$ cat src/rtl/clk_gate_if.sv
// Handshake bundle between clock requesters and the clk_gate_ctrl enable generator.
`timescale 1ns/1ps
interface clk_gate_if;
    logic       run_req;
    logic       busy;
    logic       force_on;
    logic       clk_en;
    logic       clk_ack;
    logic [1:0] state_o;

    modport master (
        output run_req, busy, force_on,
        input  clk_en, clk_ack, state_o
    );

    modport slave (
        input  run_req, busy, force_on,
        output clk_en, clk_ack, state_o
    );
endinterface

$ cat src/rtl/clk_gate_ctrl.sv
// Registered, glitch-free enable generator for clk_gating with wake settle and idle hysteresis.
// Define CLK_GATE_STAT_EN to add the saturating gated_cycles counter and its stat_clr input.
`timescale 1ns/1ps
module clk_gate_ctrl #(
    parameter int unsigned WAKE_CYCLES = 2,
    parameter int unsigned IDLE_CYCLES = 8,
    parameter int unsigned CNT_W       = 8
) (
    input logic       in_clk,
    input logic       rst,
    clk_gate_if.slave gif
`ifdef CLK_GATE_STAT_EN
    ,
    input  logic        stat_clr,
    output logic [15:0] gated_cycles
`endif
);
    typedef enum logic [1:0] {
        StOff  = 2'd0,
        StWake = 2'd1,
        StOn   = 2'd2,
        StIdle = 2'd3
    } state_e;

    localparam logic [CNT_W-1:0] WakeLoad = CNT_W'(WAKE_CYCLES - 1);
    localparam logic [CNT_W-1:0] IdleLoad = CNT_W'(IDLE_CYCLES - 1);
    localparam logic [CNT_W-1:0] CntOne   = CNT_W'(1);

    state_e           state_q, state_d;
    logic [CNT_W-1:0] wcnt_q, wcnt_d;
    logic [CNT_W-1:0] icnt_q, icnt_d;
    logic             clk_en_q, clk_en_d;
    logic             clk_ack_q, clk_ack_d;
    logic             act;

    assign act = gif.run_req | gif.busy | gif.force_on;

    always_comb begin
        state_d = state_q;
        wcnt_d  = wcnt_q;
        icnt_d  = icnt_q;
        unique case (state_q)
            StOff: begin
                if (act) begin
                    state_d = StWake;
                    wcnt_d  = WakeLoad;
                end
            end
            // Wake always runs to completion so clk_ack only follows a settled clock.
            StWake: begin
                if (wcnt_q == '0) state_d = StOn;
                else              wcnt_d  = wcnt_q - CntOne;
            end
            StOn: begin
                if (!act) begin
                    state_d = StIdle;
                    icnt_d  = IdleLoad;
                end
            end
            StIdle: begin
                if (act)                 state_d = StOn;
                else if (icnt_q == '0)   state_d = StOff;
                else                     icnt_d  = icnt_q - CntOne;
            end
        endcase
        // Outputs are decoded from the next state and registered alongside it.
        clk_en_d  = (state_d != StOff);
        clk_ack_d = (state_d == StOn) || (state_d == StIdle);
    end

    always_ff @(posedge in_clk or posedge rst) begin
        if (rst) begin
            state_q   <= StOff;
            wcnt_q    <= '0;
            icnt_q    <= '0;
            clk_en_q  <= 1'b0;
            clk_ack_q <= 1'b0;
        end else begin
            state_q   <= state_d;
            wcnt_q    <= wcnt_d;
            icnt_q    <= icnt_d;
            clk_en_q  <= clk_en_d;
            clk_ack_q <= clk_ack_d;
        end
    end

    assign gif.clk_en  = clk_en_q;
    assign gif.clk_ack = clk_ack_q;
    assign gif.state_o = state_q;

`ifdef CLK_GATE_STAT_EN
    logic [15:0] gated_cycles_q, gated_cycles_d;

    always_comb begin
        gated_cycles_d = gated_cycles_q;
        if (stat_clr) begin
            gated_cycles_d = '0;
        end else if ((state_q == StOff) && (gated_cycles_q != 16'hFFFF)) begin
            gated_cycles_d = gated_cycles_q + 16'd1;
        end
    end

    always_ff @(posedge in_clk or posedge rst) begin
        if (rst) gated_cycles_q <= '0;
        else     gated_cycles_q <= gated_cycles_d;
    end

    assign gated_cycles = gated_cycles_q;
`endif
endmodule

$ cat src/flat_wrapper.sv
// flat-port wrapper written by rule: the top's interface ports become plain ports
module clk_gate_ctrl_flat 
#(
    parameter int unsigned WAKE_CYCLES = 2,
    parameter int unsigned IDLE_CYCLES = 8,
    parameter int unsigned CNT_W       = 8
)
  (in_clk, rst, gif_run_req, gif_busy, gif_force_on, gif_clk_en, gif_clk_ack, gif_state_o);
  clk_gate_if gif_i ();
  input logic in_clk;
  input logic rst;
  input wire logic [$bits(gif_i.run_req)-1:0] gif_run_req;
  input wire logic [$bits(gif_i.busy)-1:0] gif_busy;
  input wire logic [$bits(gif_i.force_on)-1:0] gif_force_on;
  output wire logic [$bits(gif_i.clk_en)-1:0] gif_clk_en;
  output wire logic [$bits(gif_i.clk_ack)-1:0] gif_clk_ack;
  output wire logic [$bits(gif_i.state_o)-1:0] gif_state_o;
  assign gif_i.run_req = gif_run_req;
  assign gif_i.busy = gif_busy;
  assign gif_i.force_on = gif_force_on;
  assign gif_clk_en = gif_i.clk_en;
  assign gif_clk_ack = gif_i.clk_ack;
  assign gif_state_o = gif_i.state_o;
  clk_gate_ctrl #(.WAKE_CYCLES(WAKE_CYCLES), .IDLE_CYCLES(IDLE_CYCLES), .CNT_W(CNT_W)) u_core (.in_clk(in_clk), .rst(rst), .gif(gif_i));
endmodule
$ cat config.mk
export PLATFORM = sky130hd
export DESIGN_NAME = clk_gate_ctrl_flat
export DESIGN_NICKNAME = d
export VERILOG_FILES = /design/src/rtl/clk_gate_if.sv /design/src/rtl/clk_gate_ctrl.sv /design/src/flat_wrapper.sv
export SDC_FILE = /design/constraint.sdc
export NUM_CORES = 1
export LEC_CHECK = 0
export ABC_AREA = 1
export ABC_CLOCK_PERIOD_IN_PS = 3500
export CORE_UTILIZATION = 49
export CTS_CLUSTER_SIZE = 20
export DETAILED_ROUTE_END_ITERATION = 10
export PLACE_DENSITY_LB_ADDON = 0.2
export SYNTH_ARGS = -nofsm -noshare
export SYNTH_HDL_FRONTEND = slang
export SYNTH_SLANG_ARGS = --single-unit
$ cat constraint.sdc
create_clock -name in_clk -period 3.5 [get_ports in_clk]
set_input_delay 0.35 -clock in_clk [delete_from_list [all_inputs] [get_ports in_clk]]
set_output_delay 0.35 -clock in_clk [all_outputs]
set_load 0.005 [all_outputs]
# Word-level counts from Yosys, hierarchy flattened
# Cells that the tools add are included.
# W data, S select, Z words.
# word_totals
register_bits	20
input_bits	5
out_inout_bits	4
wordCells	41
# op_classes
addsub	2
eq_ne	10
muxes	13
bitwise	2
reduce_logical	9
# ops
op	n
$mux W8	5
$pmux W8 S2	2
$logic_not A8 Y1	2
$sub A8 B1 Y8 const B	2
$mux W2	5
$eq A2 B2 Y1 const B	4
$ne A2 B2 Y1 const B	4
$pmux W2 S4	1
$reduce_bool A2 Y1	3
$reduce_and A4 Y1	1
$reduce_and A3 Y1	1
$eq A2 B1 Y1 const B	1
$logic_not A2 Y1	1
$ne A2 B1 Y1 const B	1
$or A1 B1 Y1	2
$logic_or A1 B1 Y1	1

# Depth between registers and ports, before layout
# Gate-level depths: netlist (run 1).
# logic_depth
ltp_word	6
ltp_mapped	9

# Worst setup path after synthesis (run 1)
# Ideal clock, no wire load.
# synth_timing
path_type	register to register
from	reg u_core.icnt_q[0]
to	reg u_core.icnt_q[4]
setup_ps	74
arrival_ps	1343
t_required_ps	3426
path_slack_ps	2083
path_stages_with_launch	10
path_buffers	1
path_cell_list	dfrtp_1 -> inv_1 -> ha_1 -> nand2_1 -> nor2_1 -> nand2_2 -> nand3_4 -> buf_6 -> nand2_1 -> o21ai_2
# synth_between
elab_chain_len	4
word_cells_on_any_way	7
cone_classes	add/sub: 1; eq/ne: 1; mux: 3; reduce/logical: 2
# synth_lines
item	line_no	rtl
start: declaration	clk_gate_ctrl.sv:31	logic [CNT_W-1:0] icnt_q, icnt_d;
start signal: assignment	clk_gate_ctrl.sv:81	icnt_q <= icnt_d;
$sub A8 B1 Y8	clk_gate_ctrl.sv:63	else icnt_d = icnt_q - CntOne;
$mux W8	clk_gate_ctrl.sv:62	else if (icnt_q == '0) state_d = StOff;
$mux W8	clk_gate_ctrl.sv:61	if (act) state_d = StOn;
$pmux W8 S2	clk_gate_ctrl.sv:42	unique case (state_q)
# Several ways; a longest one is shown, not always the timed one. The select of a mux whose other input is x is not followed.
# A chain may end at the register's enable or synchronous reset.

# Worst setup path after layout (run 1)
# layout_timing
from	reg u_core.state_q[1], in the netlist u_core.gif.state_o[1]
to	out gif_state_o[1]
# layout_lines
item	line_no	rtl
start: declaration	clk_gate_ctrl.sv:29	state_e state_q, state_d;
start signal: assignment	clk_gate_ctrl.sv:73	state_q <= StOff;
start signal: assignment	clk_gate_ctrl.sv:79	state_q <= state_d;
end: declaration	flat_wrapper.sv:17	output wire logic [$bits(gif_i.state_o)-1:0] gif_state_o;
# No word-level cell between the ends.

==> metrics.yaml, run 1 <==
nets: 180
start_util: 0.535
via_per_inst: 5.36
final_cell_area_um2: 1360
hold_ws_ns: 0.474
min_period_over_period: 0.509
drc: 0
grt_max_degree: 21
rsz0062_at_grt: "no"
crit_type: "flip-flop to output pin"
ys_warn_count: 0
antenna_left: 0
multi_input_area_um2: 621
required_ns: 3.15
die_x_um: 51.8
drive_gt1_frac: 0.128
rows: 17
synthCells: 161
clock_latency_ns: 0.30
ctsHtreeMaxLevel: 1
dieArea_um2: 2690
synth_top_area_cell: "dfrtp_1"
fin_ws_ns: 1.72
max_freq_ghz: 0.562
status: "completed"
critical_path.top_delay_family: "buffers and inverters"
setup_viol: 0
syn_to_final_growth_pct: 11.5
post-place-ws_ns: 1.77
vias: 1071
grt_pass1_wl_mm: 4.22
maxCapViolations: 0
drt-pass1-iter-count: 4
maxSlewViolCount: 0
ys_ff_latch: 20
arrival_ns: 1.43
die_h_um: 51.8
power.leakage_nw: 0.601
postCtsHoldBufs: 0
cp-end-kind: "output pin"
grt_use_total: 0.214
clk_pin_slew_worst_paths_ns: 0.12
synthesis.nets: 168
diodes: 0
stdcell_count: 200
synth_cell_types: 25
worst_pin_slew_ns: 0.788
cpMaxStageDelayCell: "clkdlybuf4s50_1"
hp-class: "input pin to asynchronous set/reset pin"
cts-root-buf: "clkbuf_4"
synth-main-ff-cell: "dfrtp_1"
drt-total-wl_mm: 2.52
netlist_area_um2: 1220
dpl_cell_area_um2: 1320
dpl.cell_count: 196
async_reset_ff_frac: 1.00
synth_area_leaders: "dfrtp_1, nand2_1, nand3_1, nor2_1, inv_1"
netlist_top_cells_count: "nand2_1, dfrtp_1, nor2_1, inv_1, nand3_1"
relSlewSlack: 0.474
hold_viol_final: 0
vdd_drop_max_uv: 177
worst-path-max-fanout: 7
post-synth-top-count-cell: "nand2_1"
cpPeakStageDelay_ns: 0.57
finalPower_uw: 440
first_iter_violations: 32
io_pins: 9
grt_pass1_vias: 975
finalSetupTns_ns: 0
seq_area_frac_synth: 0.411
cts_tree: "done"
synth_edf_count: 0
cts_num_sinks: 20
p_per_area_nw_per_um2: 324
synth_top_area_frac: 0.411
coreArea_um2: 2280
path_cells: "clkdlybuf4s50_1"
synth_area_per_cell_um2: 7.56
post_cts_buffers: 0
fin_util: 0.596
n_fill_cell: 190
wl_per_cell_um: 12.6
antenna_found_initial: 0
crit_path_start_kind: "flip-flop"
gp_congestion: 0.793
register_area_um2: 500
port_buffers: 8
grt_overflow: 0
ctsResizeCount: 0
hpwl_mm: 1.88
fin_crit_ns: 1.78
clk_path_buf_depth: 2
path_buf_inv: 1
cts_buffers: 3
skew_ns: 0.00272
## path summary, 6_finish.rpt
check	start	endpoint	slack, ns	cells past startpoint
min	rst	u_core.wcnt_q[6]	0.47	2
min reg2reg	u_core.icnt_q[0]	u_core.icnt_q[0]	0.54	2
max in group asynchronous	rst	u_core.gif.state_o[1]	2.54	2
max	u_core.gif.state_o[1]	gif_state_o[1]	1.72	1
max reg2reg	u_core.icnt_q[0]	u_core.icnt_q[1]	1.88	8
min in group in_clk	u_core.icnt_q[0]	u_core.icnt_q[0]	0.54	2
## logic make-up after synthesis
group,Yosys count,share of synthesized area
compound gates,21,0.110
fa+ha+maj,2,0.0206
xor+xnor,4,0.0288
buf+inv,23,0.0791
flops,20,0.411
simple gates,91,0.350
## layout make-up
| cell class | count | area share |
|---|---|---|
| timing repair buffer | 8 | 0.0590 |
| inverter | 22 | 0.0627 |
| sequential | 20 | 0.369 |
| tap | 28 | 0.0258 |
| multi-input combinational | 118 | 0.457 |
| clock buffer | 4 | 0.0267 |
## registers in the layout, summed over array words and instances (netlist names)
register            flops
u_core.gif.clk_ack      1
u_core.gif.clk_en       1
u_core.gif.state_o      2
u_core.icnt_q           8
u_core.wcnt_q           8
## cell usage in the layout, fill, tap and decap left out
cell type        instances
nand2_1                 42
nor2_1                  20
dfrtp_1                 20
inv_1                   19
nand3_1                 15
clkdlybuf4s50_1          8
o21ai_1                  7
nor2_2                   5
o21ai_2                  4
o21ai_0                  4
nand4_1                  3
xor2_1                   3
o211ai_1                 3
clkbuf_4                 3
nand2_2                  2
nor2_4                   2
ha_1                     2
clkinv_1                 1
nor3_4                   1
nand3_4                  1
inv_2                    1
inv_4                    1
o21bai_1                 1
a21oi_1                  1
xnor2_1                  1
a21oi_2                  1
clkbuf_8                 1
## power by group
group / internal (mW) / switching, mW / leakage [nW]
sequential: 0.239 / 0.00947 / 0.236
combinational: 0.0183 / 0.0313 / 0.345
clock: 0.0634 / 0.0788 / 0.0210
total: 0.321 / 0.120 / 0.601
## routing by layer
metal,track usage,vias up,wire [µm]
met4,0.0766,0,9
met5,0,-,0
li1,-,537,-
met1,0.262,507,1120
met3,0.0263,2,83
met2,0.380,25,1300
Power figures use the tool's default switching activity.
==> run 2: changes to the inputs <==
--- a/config.mk
+++ b/config.mk
@@ -6,7 +6,7 @@
 export NUM_CORES = 1
 export LEC_CHECK = 0
 export ABC_AREA = 1
-export ABC_CLOCK_PERIOD_IN_PS = 3500
+export ABC_CLOCK_PERIOD_IN_PS = 1710
 export CORE_UTILIZATION = 49
 export CTS_CLUSTER_SIZE = 20
 export DETAILED_ROUTE_END_ITERATION = 10
==> constraint.sdc (replaced) <==
create_clock -name in_clk -period 1.71 [get_ports in_clk]
set_input_delay 0.171 -clock in_clk [delete_from_list [all_inputs] [get_ports in_clk]]
set_output_delay 0.171 -clock in_clk [all_outputs]
set_load 0.005 [all_outputs]
==> metrics.yaml, run 2 (synthesized netlist as in run 1, its figures left out) <==
cpPeakStageDelay_ns: 0.57  # about the same
cts_num_sinks: 20  # unchanged
worst-path-max-fanout: 7  # unchanged
grt_max_degree: 21  # unchanged
path_cells: "clkdlybuf4s50_1"
die_h_um: 51.8  # unchanged
cts_tree: "done"
cp-endpoint: "gif_state_o[1]"
hp-class: "input pin to asynchronous set/reset pin"
dpl.cell_count: 198  # +1.0%
nets: 182  # +1.1%
post_cts_buffers: 0  # unchanged
max_freq_ghz: 0.626
ctsHtreeMaxLevel: 1  # unchanged
hold_viol_final: 0  # unchanged
clk_pin_slew_worst_paths_ns: 0.12  # about the same
dieArea_um2: 2690  # unchanged
postCtsHoldBufs: 0  # unchanged
arrival_ns: 1.43  # about the same
start_util: 0.535  # unchanged
drc: 0  # unchanged
maxSlewViolCount: 0  # unchanged
worst_pin_slew_ns: 0.333  # -0.455 ns
first_iter_violations: 23  # -28%
power.leakage_nw: 0.612  # +1.7%
path_buf_inv: 1  # unchanged
finalSetupTns_ns: 0  # unchanged
diodes: 0  # unchanged
rsz0062_at_grt: "no"
min_period_over_period: 0.935
cpMaxStageDelayCell: "clkdlybuf4s50_1"
antenna_found_initial: 0  # unchanged
r2r-end: "u_core.wcnt_q[7]"
relSlewSlack: 0.778  # +0.304
grt_pass1_vias: 1071  # +9.8%
critical_path.top_delay_family: "buffers and inverters"
coreArea_um2: 2280  # unchanged
drt-total-wl_mm: 2.53  # +0.24%
cp-end-kind: "output pin"
crit_path_start_kind: "flip-flop"
required_ns: 1.54  # -1.61 ns
ctsResizeCount: 0  # unchanged
crit_type: "flip-flop to output pin"
cts_buffers: 3  # unchanged
mostFrequentLayoutCells: "nand2_1, nor2_1, dfrtp_1"
n_fill_cell: 213  # +12%
vias: 1059  # -1.1%
rows: 17  # unchanged
fin_crit_ns: 1.60
hpwl_mm: 1.94  # +3.5%
antenna_left: 0  # unchanged
grt_pass1_wl_mm: 4.36  # +3.3%
stdcell_count: 202  # +1.0%
vdd_drop_max_uv: 307  # +74%
ff2ff_path_depth: 8  # unchanged
crit_start: "u_core.gif.state_o[1]"
syn_to_final_growth_pct: 12.7
via_per_inst: 5.24  # -2.1%
crit_cells: 1  # unchanged
p_per_area_nw_per_um2: 650  # +100%
port_buffers: 8  # unchanged
skew_ns: 0.00751  # +0.00478 ns
cts-root-buf: "clkbuf_4"
r2r_start: "u_core.wcnt_q[0]"
layout_commonest_cell: "nand2_1"
grt_overflow: 0  # unchanged
maxCapViolations: 0  # unchanged
status: "completed"
wl_per_cell_um: 12.5  # -0.75%
grt_use_total: 0.221  # +0.00690
drive_gt1_frac: 0.138  # +0.0100
clock_latency_ns: 0.30  # about the same
die_x_um: 51.8  # unchanged
io_pins: 9  # unchanged
drt-pass1-iter-count: 6  # +2
gp_congestion: 0.819  # +3.3%
setup_viol: 0  # unchanged
clk_path_buf_depth: 2  # unchanged
reg2reg_slack_ns: 0.20  # -1.68 ns
-- run 2: worst min-delay path by stage --
stage	startpoint	endpoint	slack (ns)	depth (start not counted)
floorplan	rst	u_core.gif.clk_ack	0.13	1
global placement	u_core.icnt_q[0]	u_core.icnt_q[0]	0.50	2
detailed placement	u_core.icnt_q[7]	u_core.icnt_q[7]	0.52	2
CTS	rst	u_core.wcnt_q[6]	0.19	3
global route	rst	u_core.wcnt_q[4]	0.21	3
finish	rst	u_core.wcnt_q[6]	0.19	3
-- run 2: through the flow --
stage	area (µm²)	util	worst slack, ns	hold WS (ns)	power (mW)
final	1370	0.603	0.112	0.185	0.892
after global routing	1370	0.603	0.0135	0.211	0.937
after CTS	1370	0.603	0.0978	0.190	0.905
after detailed placement	1340	0.587	0.165	0.516	0.625
after global placement	1340	0.587	0.192	0.497	0.617
after floorplan	1220	-	0.293	0.135	0.588
-- run 2: layer usage --
layer  part of all wire  vias to the layer above  routed length [µm]  GRT usage
li1                   -                      543                   -          -
met1               0.43                      502                1090      0.251
met2               0.54                       12                1370      0.404
met3              0.018                        2                  45     0.0292
met4             0.0048                        0                  12     0.0991
met5                  0                        -                   0          0
-- run 2: cell type report --
class                           count  area, µm²  area share
Clock buffer                        4       36.3      0.0264
Inverter                           22       85.1      0.0620
Multi-Input combinational cell    118        621       0.452
Sequential cell                    20        500       0.365
Tap cell                           28       35.0      0.0255
Timing Repair Buffer               10       95.1      0.0693
-- run 2: power by group --
part / total (mW) / internal, mW / switching [mW]
registers: 0.510 / 0.489 / 0.0204
logic: 0.107 / 0.0404 / 0.0663
clock network: 0.276 / 0.130 / 0.146
==> run 3: changes to the inputs <==
==> constraint.sdc (replaced) <==
create_clock -name in_clk -period 1.71 [get_ports in_clk]
set_input_delay 0.171 -clock in_clk [delete_from_list [all_inputs] [get_ports in_clk]]
set_output_delay 0.171 -clock in_clk [all_outputs]
set_load 0.02 [all_outputs]
==> metrics.yaml, run 3 (synthesized netlist as in run 1, its figures left out) <==
finalSetupTns_ns: 0  # unchanged
path_cells: "clkdlybuf4s50_1"
p_clk_frac: 0.309  # about the same
rsz0062_at_grt: "no"
hpwl_mm: 1.94  # unchanged
cp-end-kind: "output pin"
cpPeakStageDelay_ns: 0.64  # +0.07 ns
p_int_uw: 660  # about the same
coreArea_um2: 2280  # unchanged
vias: 1059  # unchanged
drc: 0  # unchanged
reg2reg_slack_ns: 0.20  # about the same
combPwrFrac: 0.121  # about the same
cts_num_sinks: 20  # unchanged
worst_pin_slew_ns: 0.301  # -0.0319 ns
cts_tree: "done"
arrival_ns: 1.43  # about the same
n_fill_cell: 213  # unchanged
antenna_left: 0  # unchanged
hold_viol_final: 0  # unchanged
crit_type: "flip-flop to output pin"
cts_buffers: 3  # unchanged
gp_congestion: 0.819  # unchanged
path_buf_inv: 1  # unchanged
first_iter_violations: 23  # unchanged
cts-root-buf: "clkbuf_4"
p_per_area_nw_per_um2: 650  # about the same
seq_power_share: 0.571  # about the same
cpMaxStageDelayCell: "clkdlybuf4s50_1"
grt_pass1_vias: 1071  # unchanged
grt_max_degree: 21  # unchanged
grt_overflow: 0  # unchanged
io_pins: 9  # unchanged
crit_path_start_kind: "flip-flop"
fin_crit_ns: 1.60  # -0.00143 ns
wl_met1_mm: 1.09  # unchanged
die_h_um: 51.8  # unchanged
ctsHtreeMaxLevel: 1  # unchanged
maxSlewViolCount: 0  # unchanged
postCtsHoldBufs: 0  # unchanged
min_period_over_period: 0.934  # about the same
via_per_inst: 5.24  # unchanged
nets: 182  # unchanged
power.leakage_nw: 0.611  # about the same
dieArea_um2: 2690  # unchanged
relSlewSlack: 0.799  # +0.0206
clock_latency_ns: 0.30  # about the same
worst-path-max-fanout: 7  # unchanged
wl_per_cell_um: 12.5  # unchanged
status: "completed"
setup_viol: 0  # unchanged
finalPower_uw: 893  # +0.13%
port_buffers: 8  # unchanged
grt_pass1_wl_mm: 4.36  # unchanged
start_util: 0.535  # unchanged
hp-class: "input pin to asynchronous set/reset pin"
grt_use_total: 0.221  # unchanged
p_sw_frac: 0.262  # +0.000972
hold_ws_ns: 0.185  # -0.0000190 ns
max_freq_ghz: 0.626  # about the same
vdd_drop_max_uv: 307  # +0.12%
drive_gt1_frac: 0.144  # +0.00575
maxCapViolations: 0  # unchanged
drt-total-wl_mm: 2.53  # unchanged
highest_layer: "met4"
diodes: 0  # unchanged
dr_wl_met2_mm: 1.37  # unchanged
met3_length_um: 45  # unchanged
multi_input_area_um2: 621  # unchanged
die_x_um: 51.8  # unchanged
critical_path.top_delay_family: "buffers and inverters"
syn_to_final_growth_pct: 12.8  # about the same
mostFrequentLayoutCells: "nand2_1, nor2_1, inv_1, dfrtp_1, nand3_1"
antenna_found_initial: 0  # unchanged
clk_path_buf_depth: 2  # unchanged
layout_commonest_cell: "nand2_1"
rows: 17  # unchanged
register_area_um2: 502  # +0.25%
skew_ns: 0.00750  # -0.00000208 ns
required_ns: 1.54  # about the same
drt-pass1-iter-count: 6  # unchanged
p_switching_uw: 234  # +0.51%
clk_pin_slew_worst_paths_ns: 0.12  # about the same
fin_util: 0.604  # about the same
run 3: cell counts in the layout (fill, tap and decap cells not counted):
Identical to the previous run, type by type.
run 3: final timing paths:
kind / cells past startpoint / end / start
setup / recovery: 1 / gif_state_o[1] / u_core.gif.state_o[1]
hold / removal: 3 / u_core.wcnt_q[6] / rst
setup reg to reg: 8 / u_core.wcnt_q[7] / u_core.wcnt_q[0]
hold reg to reg: 2 / u_core.icnt_q[7] / u_core.icnt_q[7]
max in group asynchronous: 3 / u_core.gif.state_o[1] / rst
min in group in_clk: 2 / u_core.icnt_q[7] / u_core.icnt_q[7]
run 3: layout make-up:
type / count / area share
repair buffers: 10 / 0.0692
clock buffers: 4 / 0.0264
well taps: 28 / 0.0255
multi-input cells: 118 / 0.452
flip-flops and latches: 20 / 0.365
inverters: 22 / 0.0619
run 3: what timing repair did:
| item | in CTS | in global routing |
|---|---|---|
| setup endpoints to repair | 1 | 0 |
| hold endpoints to repair | 0 | 0 |
| buffers inserted | 0 | 0 |
| gates resized for setup | 1 | 0 |
run 3: power groups by stage:
stage	registers, mW	logic [mW]	clock network [mW]
final	0.510	0.108	0.276
after global routing	0.512	0.123	0.303
after CTS	0.509	0.109	0.288
after detailed placement	0.518	0.108	0
after global placement	0.516	0.102	0
after floorplan	0.514	0.0754	0
run 3: metal layers:
| layer | global-route usage | up-vias |
|---|---|---|
| met4 | 0.0991 | 0 |
| met1 | 0.251 | 502 |
| met3 | 0.0292 | 2 |
| met2 | 0.404 | 12 |
| met5 | 0 | - |
| li1 | - | 543 |
run 3: tightest hold or removal path, delay by kind of cell:
family                 cells  cell delay (ns)
buffers and inverters      3             0.71
run 3: per-stage QoR:
stage | instance area [µm²] | setup WS, ns | std cells
2_1_floorplan | 1220 | 0.289 | 161
3_3_place_gp | 1340 | 0.192 | 198
3_5_place_dp | 1340 | 0.165 | 198
4_1_cts | 1370 | 0.0985 | 202
5_1_grt | 1370 | 0.0135 | 202
6_report | 1370 | 0.113 | 202
